[src/rtl/mem_ctrl_pkg.sv]
// Shared types for the memory request sequencer.
//   MEM_ADDR_W / MEM_DATA_W : default memory geometry (32 x 8)
//   mem_req_t               : one buffered request (write flag, address, write data)
//   ctrl_state_e            : sequencer FSM states
package mem_ctrl_pkg;

  localparam int unsigned MEM_ADDR_W = 5;
  localparam int unsigned MEM_DATA_W = 8;

  typedef struct packed {
    logic                  write;
    logic [MEM_ADDR_W-1:0] addr;
    logic [MEM_DATA_W-1:0] wdata;
  } mem_req_t;

  typedef enum logic [1:0] {
    IDLE    = 2'd0,
    RD_WAIT = 2'd1,
    RESP    = 2'd2
  } ctrl_state_e;

endpackage

[src/rtl/mem_req_fifo.sv]
// In-order synchronous FIFO of mem_req_t entries.
//   clk, rst_n  : clock, asynchronous active-low reset
//   push, wdata : enqueue request (ignored when full)
//   pop, rdata  : dequeue head (ignored when empty); rdata shows the head
//   full, empty : occupancy flags derived from level
//   level       : current number of stored entries
// No fall-through: a pushed entry is visible at the head the cycle after.
module mem_req_fifo
  import mem_ctrl_pkg::*;
#(
  parameter int unsigned DEPTH = 4,
  localparam int unsigned PTR_W = $clog2(DEPTH),
  localparam int unsigned LVL_W = $clog2(DEPTH + 1)
) (
  input  logic             clk,
  input  logic             rst_n,
  input  logic             push,
  input  mem_req_t         wdata,
  input  logic             pop,
  output mem_req_t         rdata,
  output logic             full,
  output logic             empty,
  output logic [LVL_W-1:0] level
);

  mem_req_t         store [DEPTH];
  logic [PTR_W-1:0] wr_ptr;
  logic [PTR_W-1:0] rd_ptr;
  logic             push_ok;
  logic             pop_ok;

  assign full    = (level == LVL_W'(DEPTH));
  assign empty   = (level == '0);
  assign push_ok = push && !full;
  assign pop_ok  = pop && !empty;
  assign rdata   = store[rd_ptr];

  // Storage needs no reset; validity is tracked by level.
  always_ff @(posedge clk) begin
    if (push_ok) begin
      store[wr_ptr] <= wdata;
    end
  end

  // DEPTH is a power of two, so the pointers wrap naturally.
  always_ff @(posedge clk or negedge rst_n) begin
    if (!rst_n) begin
      wr_ptr <= '0;
      rd_ptr <= '0;
      level  <= '0;
    end else begin
      if (push_ok) begin
        wr_ptr <= wr_ptr + 1'b1;
      end
      if (pop_ok) begin
        rd_ptr <= rd_ptr + 1'b1;
      end
      case ({push_ok, pop_ok})
        2'b10:   level <= level + 1'b1;
        2'b01:   level <= level - 1'b1;
        default: level <= level;
      endcase
    end
  end

endmodule

[src/rtl/mem_req_ctrl.sv]
// Request sequencer in front of a synchronous 32x8 memory.
//   clk, rst_n                       : clock, asynchronous active-low reset
//   req_valid/req_ready              : request channel (write flag, addr, wdata)
//   rsp_valid/rsp_ready              : read response channel (rdata, addr)
//   read, write, addr, data_in       : registered memory pins, one-cycle strobes
//   data_out                         : memory read data
//   fifo_level, busy                 : occupancy and activity status
// Requests are executed strictly in order; read and write never overlap.
module mem_req_ctrl
  import mem_ctrl_pkg::*;
#(
  parameter int unsigned ADDR_W     = MEM_ADDR_W,
  parameter int unsigned DATA_W     = MEM_DATA_W,
  parameter int unsigned FIFO_DEPTH = 4,
  parameter int unsigned RD_LATENCY = 1,
  localparam int unsigned LVL_W     = $clog2(FIFO_DEPTH + 1)
) (
  input  logic              clk,
  input  logic              rst_n,
  input  logic              req_valid,
  output logic              req_ready,
  input  logic              req_write,
  input  logic [ADDR_W-1:0] req_addr,
  input  logic [DATA_W-1:0] req_wdata,
  output logic              rsp_valid,
  input  logic              rsp_ready,
  output logic [DATA_W-1:0] rsp_rdata,
  output logic [ADDR_W-1:0] rsp_addr,
  output logic              read,
  output logic              write,
  output logic [ADDR_W-1:0] addr,
  output logic [DATA_W-1:0] data_in,
  input  logic [DATA_W-1:0] data_out,
  output logic [LVL_W-1:0]  fifo_level,
  output logic              busy
);

  // Wide enough to hold RD_LATENCY even when it is 0.
  localparam int unsigned CNT_W = $clog2(RD_LATENCY + 2);

  ctrl_state_e      state;
  ctrl_state_e      state_d;
  logic [CNT_W-1:0] lat_cnt;
  logic             ready_q;

  mem_req_t         push_req;
  mem_req_t         head;
  logic             fifo_full;
  logic             fifo_empty;
  logic             push;
  logic             pop;

  logic             issue_wr;
  logic             issue_rd;
  logic             capture;
  logic             accept;

  // ready_q holds req_ready low during reset and for the release edge.
  assign req_ready = ready_q && !fifo_full;
  assign push      = req_valid && req_ready;
  assign pop       = issue_wr || issue_rd;
  assign accept    = rsp_valid && rsp_ready;
  assign busy      = !fifo_empty || (state != IDLE);

  always_comb begin
    push_req       = '0;
    push_req.write = req_write;
    push_req.addr  = req_addr;
    push_req.wdata = req_wdata;
  end

  mem_req_fifo #(
    .DEPTH (FIFO_DEPTH)
  ) u_fifo (
    .clk   (clk),
    .rst_n (rst_n),
    .push  (push),
    .wdata (push_req),
    .pop   (pop),
    .rdata (head),
    .full  (fifo_full),
    .empty (fifo_empty),
    .level (fifo_level)
  );

  // Writes behind an outstanding response may proceed because the read has
  // already completed at the memory; a head read must wait for the consumer.
  always_comb begin
    state_d  = state;
    issue_wr = 1'b0;
    issue_rd = 1'b0;
    capture  = 1'b0;
    case (state)
      IDLE: begin
        if (!fifo_empty) begin
          if (head.write) begin
            issue_wr = 1'b1;
          end else begin
            issue_rd = 1'b1;
            state_d  = RD_WAIT;
          end
        end
      end
      RD_WAIT: begin
        if (lat_cnt == CNT_W'(RD_LATENCY)) begin
          capture = 1'b1;
          state_d = RESP;
        end
      end
      RESP: begin
        if (accept) begin
          state_d = IDLE;
          if (!fifo_empty) begin
            if (head.write) begin
              issue_wr = 1'b1;
            end else begin
              issue_rd = 1'b1;
              state_d  = RD_WAIT;
            end
          end
        end else if (!fifo_empty && head.write) begin
          issue_wr = 1'b1;
        end
      end
      default: state_d = IDLE;
    endcase
  end

  always_ff @(posedge clk or negedge rst_n) begin
    if (!rst_n) begin
      ready_q <= 1'b0;
      state   <= IDLE;
      lat_cnt <= '0;
    end else begin
      ready_q <= 1'b1;
      state   <= state_d;
      if (issue_rd) begin
        lat_cnt <= '0;
      end else if (state == RD_WAIT) begin
        lat_cnt <= lat_cnt + 1'b1;
      end
    end
  end

  // Memory pins: strobes follow the issue decision for one cycle only.
  always_ff @(posedge clk or negedge rst_n) begin
    if (!rst_n) begin
      read    <= 1'b0;
      write   <= 1'b0;
      addr    <= '0;
      data_in <= '0;
    end else begin
      read  <= issue_rd;
      write <= issue_wr;
      if (pop) begin
        addr <= head.addr;
      end
      if (issue_wr) begin
        data_in <= head.wdata;
      end
    end
  end

  // addr still holds the read address at capture: nothing issues in RD_WAIT.
  always_ff @(posedge clk or negedge rst_n) begin
    if (!rst_n) begin
      rsp_valid <= 1'b0;
      rsp_rdata <= '0;
      rsp_addr  <= '0;
    end else if (capture) begin
      rsp_valid <= 1'b1;
      rsp_rdata <= data_out;
      rsp_addr  <= addr;
    end else if (accept) begin
      rsp_valid <= 1'b0;
    end
  end

endmodule

[config.mk]
export PLATFORM = sky130hd
export DESIGN_NAME = mem_req_ctrl
export DESIGN_NICKNAME = d
export VERILOG_FILES = /design/src/rtl/mem_ctrl_pkg.sv /design/src/rtl/mem_req_fifo.sv /design/src/rtl/mem_req_ctrl.sv
export SDC_FILE = /design/constraint.sdc
export NUM_CORES = 1
export LEC_CHECK = 0
export CAP_MARGIN = 25
export CORE_AREA = 3 3 116 118
export CTS_BUF_LIST = sky130_fd_sc_hd__clkbuf_4
export DETAILED_ROUTE_END_ITERATION = 7
export DIE_AREA = 0 0 119 121
export HOLD_SLACK_MARGIN = 0.15
export SKIP_CTS_REPAIR_TIMING = 1
export SYNTH_ARGS = -nofsm -noshare
export SYNTH_HDL_FRONTEND = slang
export SYNTH_SLANG_ARGS = --single-unit
[constraint.sdc]
create_clock -name clk -period 2.55 [get_ports clk]
set_input_delay 0.3825 -clock clk [delete_from_list [all_inputs] [get_ports clk]]
set_output_delay 0.3825 -clock clk [all_outputs]
set_load 0.02 [all_outputs]
==> results of run 1 <==
[metal layers]
| metal | GRT usage (%) | vias to the layer above | part of all wire, % |
|---|---|---|---|
| met5 | 0 | - | 0 |
| met4 | 4.127 | 0 | 0.48 |
| met3 | 3.077 | 2 | 7.0 |
| met2 | 16.53 | 58 | 49 |
| met1 | 12.68 | 940 | 43 |
| li1 | - | 890 | - |
[power by group through the flow]
| stage | clock network (uW) | registers, uW | logic, uW |
|---|---|---|---|
| finish | 807 | 2330 | 2430 |
| global route | 914 | 2390 | 2610 |
| CTS | 853 | 2340 | 2470 |
| detailed placement | 0 | 2370 | 2470 |
| global placement | 0 | 2350 | 2430 |
| floorplan | 0 | 2640 | 1290 |
[per-stage QoR]
step                hold WS, ns  instance area [sq um]
global route             0.4360                   4816
global placement         0.3551                   4656
CTS                     -0.1354                   4798
finish                   0.4072                   4818
detailed placement       0.3610                   4656
floorplan               0.08691                   3830
[worst reg2reg max path: stages (launching register included)]
cell	delay (ns)
dfrtp_1	0.41
mux4_2	0.56
o211ai_4	0.23
inv_2	0.04
ha_1	0.22
inv_1	0.07
fa_1	0.18
xor2_1	0.15
nor2_1	0.06
xnor2_1	0.13
[flip-flops by register name, indices dropped and copies added (netlist names)]
| name | flops |
|---|---|
| write | 1 |
| addr | 5 |
| rsp_addr | 5 |
| state | 2 |
| lat_cnt | 2 |
| u_fifo.level | 3 |
| u_fifo.wr_ptr | 2 |
| rsp_valid | 1 |
| u_fifo.store | 56 |
| rsp_rdata | 8 |
| data_in | 8 |
| u_fifo.rd_ptr | 2 |
| ready_q | 1 |
| read | 1 |
[kinds of logic after synthesis]
kind of cell             share of synthesized area (%)
XOR/XNOR                                         1.372
multiplexers                                     18.56
adder cells (fa/ha/maj)                          2.483
AO/OA/AOI/OAI                                    2.483
flip-flops                                       70.70
AND/OR/NAND/NOR                                  2.025
buffers and inverters                            2.287
other                                          0.09791
[cell type report]
class | count | area share, %
clock inverters | 6 | 1.402
inverters | 12 | 0.9348
clock buffers | 10 | 1.558
diodes | 1 | 0.05193
multi-input cells | 80 | 21.58
flip-flops and latches | 97 | 56.19
well taps | 172 | 4.466
repair buffers | 69 | 13.81
[worst paths after layout]
path	end	slack, ns	depth (start not counted)
max in group asynchronous	rsp_rdata[7]$_DFFE_PN0P_	1.59	3
min	rsp_addr[1]$_DFFE_PN0P_	0.41	2
min in group clk	rsp_addr[4]$_DFFE_PN0P_	0.51	1
min reg2reg	rsp_addr[4]$_DFFE_PN0P_	0.51	1
max reg2reg	u_fifo.level[2]$_DFFE_PN0P_	0.41	9
max	busy	0.27	3
[layout by cell type (no fill, tap or decap), types with 2 or more instances in the layout]
cell type / instances
clkdlybuf4s50_1: 57
edfxtp_1: 56
dfrtp_1: 41
mux2_1: 14
mux2_4: 13
inv_1: 10
clkbuf_4: 10
buf_4: 9
mux4_2: 8
mux4_1: 6
ha_1: 6
xnor2_1: 5
and2_1: 4
nor2_1: 3
inv_2: 2
mux2i_1: 2
o21ai_1: 2
clkinvlp_4: 2
==> metrics.csv, run 1 <==
metric,value,unit
run_status,"complete, no violations",
clockBufferDepth,2,
hold_class,input port to async pin,
place.detailed.hpwl,4.710,mm
cts_tree,yes,
worstSetupEndpointType,output pin,
async_flop_share,42.27,%
nets,302,
synthCells,195,
drv_slew,0,
fp.dieH,121,microns
grt_overflow_total,0,
fin_cells,447,
tns,0,ns
yosys.area.top_type,edfxtp_1,
fin_crit,2.276,ns
yosysWarnings,0,
post-route-period-util,89.26,%
worst_slack,0.2738,ns
finClkSkew,0.01276,ns
first_iter_violations,70,
path_class,flop to output pin,
place_inst,429,
vias_per_cell,4.228,
die-area,14400,sq um
grt_pass1_vias,1997,
grtUsageTotal,10.16,%
p_int,3712,uW
p_seq_share,41.8,%
ir_drop,0.3186,mV
initial_core_util,30.47,%
r2r_start,u_fifo.rd_ptr[0]$_DFFE_PN0P_,
port_buffers,59,
seq_area_frac_synth,70.70,%
synth_area_leaders,"edfxtp_1, dfrtp_1, mux2_4",
clock_sink_count,97,
clkSlewWorstSetupHoldPaths,0.14,ns
die_x,119,microns
multi_input_area,1040,sq um
synth.most_common_cell,edfxtp_1,
cap_violations,0,
root_buffer,clkbuf_4,
ys_ff_latch,97,
synth_top_area_share,43.91,%
antenna_found_initial,1,
cp_data_arrival_time,1.89,ns
final_core_util,38.34,%
synth_commonest_cells,"edfxtp_1, dfrtp_1, mux2_1, mux2_4, inv_1",
required,2.17,ns
max_stage_delay,0.47,ns
power_density,1155,nW/um^2
vias,1890,
drive_gt1_share,18.98,%
synthFlopType,edfxtp_1,
swShare,33.31,%
drt-total-wl,6.928,mm
grt_setup_unrepaired,no,
gp_congestion,0.6659,
critical-path-top-delay-family,simple AND/OR/NAND/NOR gates,
post-place-ws,0.2201,ns
critPathLaunch,u_fifo.level[0]$_DFFE_PN0P_,
critPathSlowestCell,dfrtp_1,
rows,41,
synth.distinct_cells,34,
critical_path_buf_inv_count,1,
core_region_area,12570,sq um
path_cells,or3_4 > or3_1 > dlymetal6s2s_1,
syn_area,3830,sq um
detail-route-antenna-nets,0,
slew-limit-headroom,55.14,%
total_power,5566,uW
num-fill-cells,1190,
synth_edf_count,56,
critPathMaxFanout,6,
syn-mean-instance-area,19.64,sq um
route.detailed.drc,0,
fmax,439.3,MHz
leakage,0.001823,uW
grt_pass1_wl,11.02,mm
power.switching,1854,uW
worstSetupStartpointType,flop,
io_pins,60,
drt_first_pass_iters,4,
clock_latency,0.42,ns
regArea,2708,sq um
tightest_slew,0.6729,ns
areaGrowthSynthToFinish,25.81,%
finalHoldViolations,0,
cts_max_level,3,
wl_per_cell,15.50,microns
grt_max_degree,20,
syn_nets,228,
comb_power_share,43.7,%
p_clk_share,14.5,%
cts_buffers,9,
setup_viol,0,
Note: power is estimated with default switching activity, not from simulation.
==> run 2, diff against run 1 <==
--- a/config.mk
+++ b/config.mk
@@ -10,6 +10,7 @@
 export CTS_BUF_LIST = sky130_fd_sc_hd__clkbuf_4
 export DETAILED_ROUTE_END_ITERATION = 7
 export DIE_AREA = 0 0 119 121
+export DONT_BUFFER_PORTS = 1
 export HOLD_SLACK_MARGIN = 0.15
 export SKIP_CTS_REPAIR_TIMING = 1
 export SYNTH_ARGS = -nofsm -noshare
==> run 2 against run 1 <==
Worst hold slack worse by 0.17 ns. First-iteration DRC count stayed put. Cell area is 7.6% lower. Sequential cell count stayed put. Largest power group is now registers. Clock skew is 0.0019 ns lower. Highest routed layer unchanged. Core utilization is 2.9 points lower. Total power is 9.4% lower. Register-to-register slack worse by 0.08 ns. Clock power is 1% lower. Non-clock buffer count is 38 lower. Combinational power is 35% lower.
==> metrics.csv, run 2 (synthesis results as in run 1) <==
metric,value,unit,change
finalHoldViolations,0,,unchanged
min_from,rsp_ready,,
path_cells,or3_1 > or3_1,,
largestRegisters,"u_fifo.store (56), data_in (8), rsp_rdata (8)",,
critical_path_buf_inv_count,0,,-1
drv_slew,0,,unchanged
critPathMaxFanout,6,,unchanged
detail-route-antenna-nets,0,,unchanged
final_common_cell,edfxtp_1,,
initial_core_util,30.47,%,unchanged
fmax,432.4,MHz,-1.6%
r2r.worst_path.cells,9,,unchanged
rows,41,,unchanged
leakage,0.001681,uW,-7.8%
cp_data_arrival_time,1.93,ns,+0.04 ns
grt_max_degree,42,,+110%
tns,0,ns,unchanged
worst_slack,0.2373,ns,-0.03651 ns
met2_usage,15.51,%,-1.0 points
gp_congestion,0.6905,,+3.7%
grt_pass1_wl,10.53,mm,-4.4%
clock_sink_count,97,,unchanged
vias_per_cell,4.323,,+2.2%
drt_first_pass_iters,4,,unchanged
vias,1768,,-6.5%
r2r_slack,0.33,ns,-0.08 ns
worstSetupStartpointType,flop,,
busiest_layer,met2,,
run_status,"complete, no violations",,
num-fill-cells,1174,,-1.3%
clock_latency,0.43,ns,about the same
worstSetupEndpointType,output pin,,
io_pins,60,,unchanged
drt-total-wl,6.866,mm,-0.89%
wl_per_cell,16.79,microns,+8.3%
nets,264,,-13%
top_register,u_fifo.store,,
ir_drop,0.3172,mV,-0.44%
critical-path-top-delay-family,simple AND/OR/NAND/NOR gates,,
layout_common_cells,"edfxtp_1, dfrtp_1, dlygate4sd3_1",,
cts_max_level,3,,unchanged
critPathSlowestCell,dfrtp_1,,
setup_viol,0,,unchanged
die_x,119,microns,unchanged
power_density,1133,nW/um^2,-1.9%
finClkSkew,0.01086,ns,-0.001902 ns
fp.dieH,121,microns,unchanged
crit_top_cell,or3_1,,
clkSlewWorstSetupHoldPaths,0.14,ns,about the same
worstHoldEndpoint,state[1]$_DFFE_PN0P_,,
antenna_found_initial,1,,unchanged
holdPathStages,2,,
route.detailed.drc,0,,unchanged
max_stage_delay,0.52,ns,+0.05 ns
fin_crit,2.313,ns,+0.03651 ns
first_iter_violations,70,,unchanged
cap_violations,0,,unchanged
r2r_start,u_fifo.level[2]$_DFFE_PN0P_,,
drive_gt1_share,19.92,%,+0.94 points
port_buffers,0,,-100%
grt_overflow_total,0,,unchanged
place.detailed.hpwl,4.325,mm,-8.2%
cts_buffers,9,,unchanged
largest_register_ffs,56,,unchanged
post-place-ws,0.3485,ns,+0.1284 ns
grt_setup_unrepaired,no,,
core_region_area,12570,sq um,unchanged
required,2.17,ns,about the same
use_met3,4.988,%,+1.9 points
grtUsageTotal,10.02,%,-0.14 points
areaGrowthSynthToFinish,16.24,%,
grtUsageMet1,11.99,%,-0.69 points
die-area,14400,sq um,unchanged
tightest_slew,0.7984,ns,+0.1256 ns
grt_pass1_vias,1848,,-7.5%
post-route-period-util,90.70,%,+1.4 points
path_class,flop to output pin,,
rr_endpoint,u_fifo.level[2]$_DFFE_PN0P_,,
hold_class,input port to flop,,
slew-limit-headroom,46.77,%,-8.4 points
cts_tree,yes,,
clockBufferDepth,2,,unchanged
fin_hold_ws,0.2375,ns,-0.1697 ns
root_buffer,clkbuf_4,,
## run 2: area by class of cell
class                   instances  area (sq um)  share of cell area [%]
well taps                     172         215.2                   4.834
flip-flops and latches         97          2708                   60.82
clock buffers                  10         75.07                   1.686
diodes                          1         2.502                 0.05621
multi-input cells              80          1035                   23.24
inverters                      12         45.04                   1.012
clock inverters                 6         58.81                   1.321
repair buffers                 31         312.8                   7.026
## run 2: worst reg2reg max path, delay by kind of cell, from the launching register on
family,cells,cell delay (ns)
AND/OR/NAND/NOR,1,0.12
XOR/XNOR,2,0.29
flip-flops,1,0.50
AO/OA/AOI/OAI,1,0.45
buffers and inverters,3,0.26
adder cells (fa/ha/maj),2,0.54
## run 2: per-layer routing
metal / up-vias / wire (microns)
met3: 8 / 587
li1: 813 / -
met1: 891 / 2830
met4: 0 / 79
met2: 56 / 3368
met5: - / 0
## run 2: through the flow
| step | area [sq um] | total power, uW | std cells | util (%) |
|---|---|---|---|---|
| 2_1_floorplan | 3830 | 3926 | 195 | - |
| 3_3_place_gp | 4048 | 4228 | 367 | 32.21 |
| 3_5_place_dp | 4048 | 4287 | 367 | 32.21 |
| 4_1_cts | 4182 | 5107 | 383 | 33.27 |
| 5_1_grt | 4452 | 5399 | 409 | 35.42 |
| 6_report | 4452 | 5043 | 409 | 35.42 |
## run 2: where the power goes
part           total (uW)  internal, uW  leakage (uW)  switching [uW]
Combinational        1590           869      0.000615             717
Sequential           2660          2090      0.000996             568
Clock                 796           304     0.0000698             492
Total                5040          3270       0.00168            1780
## run 2: worst max path at each step
stage	cells past startpoint	to	slack, ns	start
final	2	busy	0.24	u_fifo.level[1]$_DFFE_PN0P_
after global routing	2	busy	0.14	u_fifo.level[1]$_DFFE_PN0P_
after CTS	2	busy	0.17	u_fifo.level[1]$_DFFE_PN0P_
after detailed placement	9	u_fifo.level[2]$_DFFE_PN0P_	0.35	u_fifo.level[2]$_DFFE_PN0P_
after global placement	9	u_fifo.level[2]$_DFFE_PN0P_	0.42	u_fifo.level[2]$_DFFE_PN0P_
after floorplan	10	u_fifo.level[2]$_DFFE_PN0P_	0.31	u_fifo.rd_ptr[0]$_DFFE_PN0P_
==> run 3, diff against run 2 <==
--- a/config.mk
+++ b/config.mk
@@ -6,12 +6,13 @@
 export NUM_CORES = 1
 export LEC_CHECK = 0
 export CAP_MARGIN = 25
-export CORE_AREA = 3 3 116 118
+export CORE_AREA = 3 3 162 85
 export CTS_BUF_LIST = sky130_fd_sc_hd__clkbuf_4
 export DETAILED_ROUTE_END_ITERATION = 7
-export DIE_AREA = 0 0 119 121
+export DIE_AREA = 0 0 165 88
 export DONT_BUFFER_PORTS = 1
 export HOLD_SLACK_MARGIN = 0.15
+export RECOVER_POWER = 100
 export SKIP_CTS_REPAIR_TIMING = 1
 export SYNTH_ARGS = -nofsm -noshare
 export SYNTH_HDL_FRONTEND = slang
==> run 3 against run 2 <==
The run now ends with max-capacitance violations, max-slew violations left. Sequential cell count stayed put. Highest routed layer unchanged. Combinational power down 14%. Total power down 3.7%. Via count rose by 2.1%. Clock skew rose by 0.011 ns. First-iteration DRC count up 27%. Core utilization decreased by 0.57 points. Clock-buffer cell count did not move. Die area rose by 0.84%.
==> metrics.csv, run 3 (synthesis results as in run 1) <==
metric,value,unit,change
place.detailed.hpwl,4.390,mm,+1.5%
critPathLaunch,u_fifo.level[2]$_DFFE_PN0P_,,
path_depth,2,,unchanged
finClkSkew,0.02170,ns,+0.01084 ns
vias,1806,,+2.1%
initial_core_util,30.59,%,+0.12 points
core_region_area,12520,sq um,-0.40%
place_inst,362,,-1.4%
antenna_found_initial,0,,-1
cp_data_arrival_time,1.94,ns,about the same
root_buffer,clkbuf_4,,
grtUsageTotal,9.395,%,-0.63 points
cts_max_level,3,,unchanged
critPathMaxFanout,6,,unchanged
clockBufferDepth,2,,unchanged
io_pins,60,,unchanged
fin_hold_ws,0.2613,ns,+0.02378 ns
r2r.worst_path.cells,9,,unchanged
critPathSlowestCell,or3_1,,
tns,0,ns,unchanged
drive_gt1_share,12.45,%,-7.5 points
ir_drop,0.2904,mV,-8.5%
critical-path-top-delay-family,simple AND/OR/NAND/NOR gates,,
gp_congestion,0.6905,,unchanged
clkSlewWorstSetupHoldPaths,0.14,ns,about the same
required,2.17,ns,about the same
rows,29,,-29%
fin_crit,2.324,ns,+0.01129 ns
die_x,165,microns,+39%
leakage,0.001611,uW,-4.2%
final_common_cell,edfxtp_1,,
post-route-period-util,91.14,%,+0.44 points
endpoint,busy,,
power_density,1113,nW/um^2,-1.8%
r2r_slack,0.23,ns,-0.10 ns
areaGrowthSynthToFinish,13.92,%,
vias_per_cell,4.481,,+3.7%
swShare,36.43,%,+1.2 points
grt_overflow_total,0,,unchanged
p_seq_share,55.4,%,+2.6 points
first_iter_violations,89,,+27%
place_area,4023,sq um,-0.62%
path_cells,or3_1 > or3_1,,
grt_max_degree,42,,unchanged
fmax,430.3,MHz,-0.49%
clock_sink_count,97,,unchanged
route.detailed.drc,0,,unchanged
wl_per_cell,16.69,microns,-0.55%
fin_cells,403,,-1.5%
power.switching,1768,uW,-0.44%
fp.dieH,88,microns,-27%
diodes,0,,-1
nets,261,,-1.1%
tightest_slew,1.843,ns,+1.045 ns
top_register,u_fifo.store,,
grt_setup_unrepaired,no,,
run_status,"finished, violations left",,
comb_power_share,28.2,%,-3.2 points
critical_path_buf_inv_count,0,,unchanged
largest_register_ffs,56,,unchanged
drt-total-wl,6.728,mm,-2.0%
finish.instance_area,4363,sq um,-2.0%
p_clk_share,16.5,%,+0.7 points
cap_violations,1,,+1
detail-route-antenna-nets,0,,unchanged
rr_endpoint,u_fifo.level[2]$_DFFE_PN0P_,,
layout_common_cells,"edfxtp_1, dfrtp_1, mux2_1",,
worstSetupEndpointType,output pin,,
worstSetupStartpointType,flop,,
setup_viol,0,,unchanged
finalHoldViolations,0,,unchanged
violations,"max-capacitance violations, max-slew violations",,
clock_latency,0.43,ns,about the same
cts_tree,yes,,
grt_pass1_vias,1824,,-1.3%
crit_top_cell,or3_1,,
slew-limit-headroom,-23.08,%,-70 points
max_stage_delay,0.52,ns,about the same
grt_pass1_wl,10.17,mm,-3.4%
die-area,14520,sq um,+0.84%
drt_first_pass_iters,4,,unchanged
drv_slew,42,,+42
cts_buffers,9,,unchanged
port_buffers,0,,unchanged
hold_class,input port to flop,,
p_int,3086,uW,-5.5%
r2r_start,u_fifo.rd_ptr[0]$_DFFE_PN0P_,,
path_class,flop to output pin,,
largestRegisters,"u_fifo.store (56), data_in (8), rsp_rdata (8)",,
run 3: changes by cell type in the layout (fill, tap and decap cells not counted), sizes merged:
cell          change
clkinv            -1
clkbuf            +1
dlymetal6s2s      +1
diode             -1
buf               -5
inv               +1
run 3: area by class of cell:
cell class / instances / area, sq um
clock buffer: 10 / 75.07
clock inverter: 6 / 65.06
fill: 1160 / 8155
inverter: 12 / 45.04
multi-input combinational: 80 / 985.9
sequential: 97 / 2708
tap: 170 / 212.7
timing repair buffer: 28 / 271.5
run 3: worst min-delay path by stage:
stage	to	start	cells after the start	slack [ns]
floorplan	addr[0]$_DFFE_PN0N_	rst_n	0	0.09
global placement	rsp_rdata[2]$_DFFE_PN0P_	rst_n	0	0.09
detailed placement	rsp_rdata[7]$_DFFE_PN0P_	rst_n	0	0.09
CTS	data_in[5]$_DFFE_PN0P_	rst_n	0	-0.41
global route	state[1]$_DFFE_PN0P_	rsp_ready	2	0.24
finish	state[1]$_DFFE_PN0P_	rsp_ready	2	0.26
run 3: per-layer routing:
layer  vias up  wire length (microns)  track usage (%)
met5         -                      0                0
met4         0                    107            3.272
li1        807                      -                -
met2        33                   3757            16.71
met3        10                    243            3.684
met1       956                   2619            10.39
run 3: power by group through the flow:
stage          registers, uW  logic, uW  clock network [uW]
2_1_floorplan           2640       1290                   0
3_3_place_gp            2720       1480                   0
3_5_place_dp            2740       1530                   0
4_1_cts                 2700       1540                 832
5_1_grt                 2740       1540                 908
6_report                2690       1370                 801
run 3: stage by stage:
stage          setup slack, ns  utilization (%)  total power [uW]
6_report                0.2260            34.85              4855
5_1_grt                0.05122            34.85              5181
4_1_cts                 0.1740            33.25              5073
3_5_place_dp            0.2369            32.13              4274
3_3_place_gp            0.3262            32.13              4193
2_1_floorplan           0.3069                -              3926
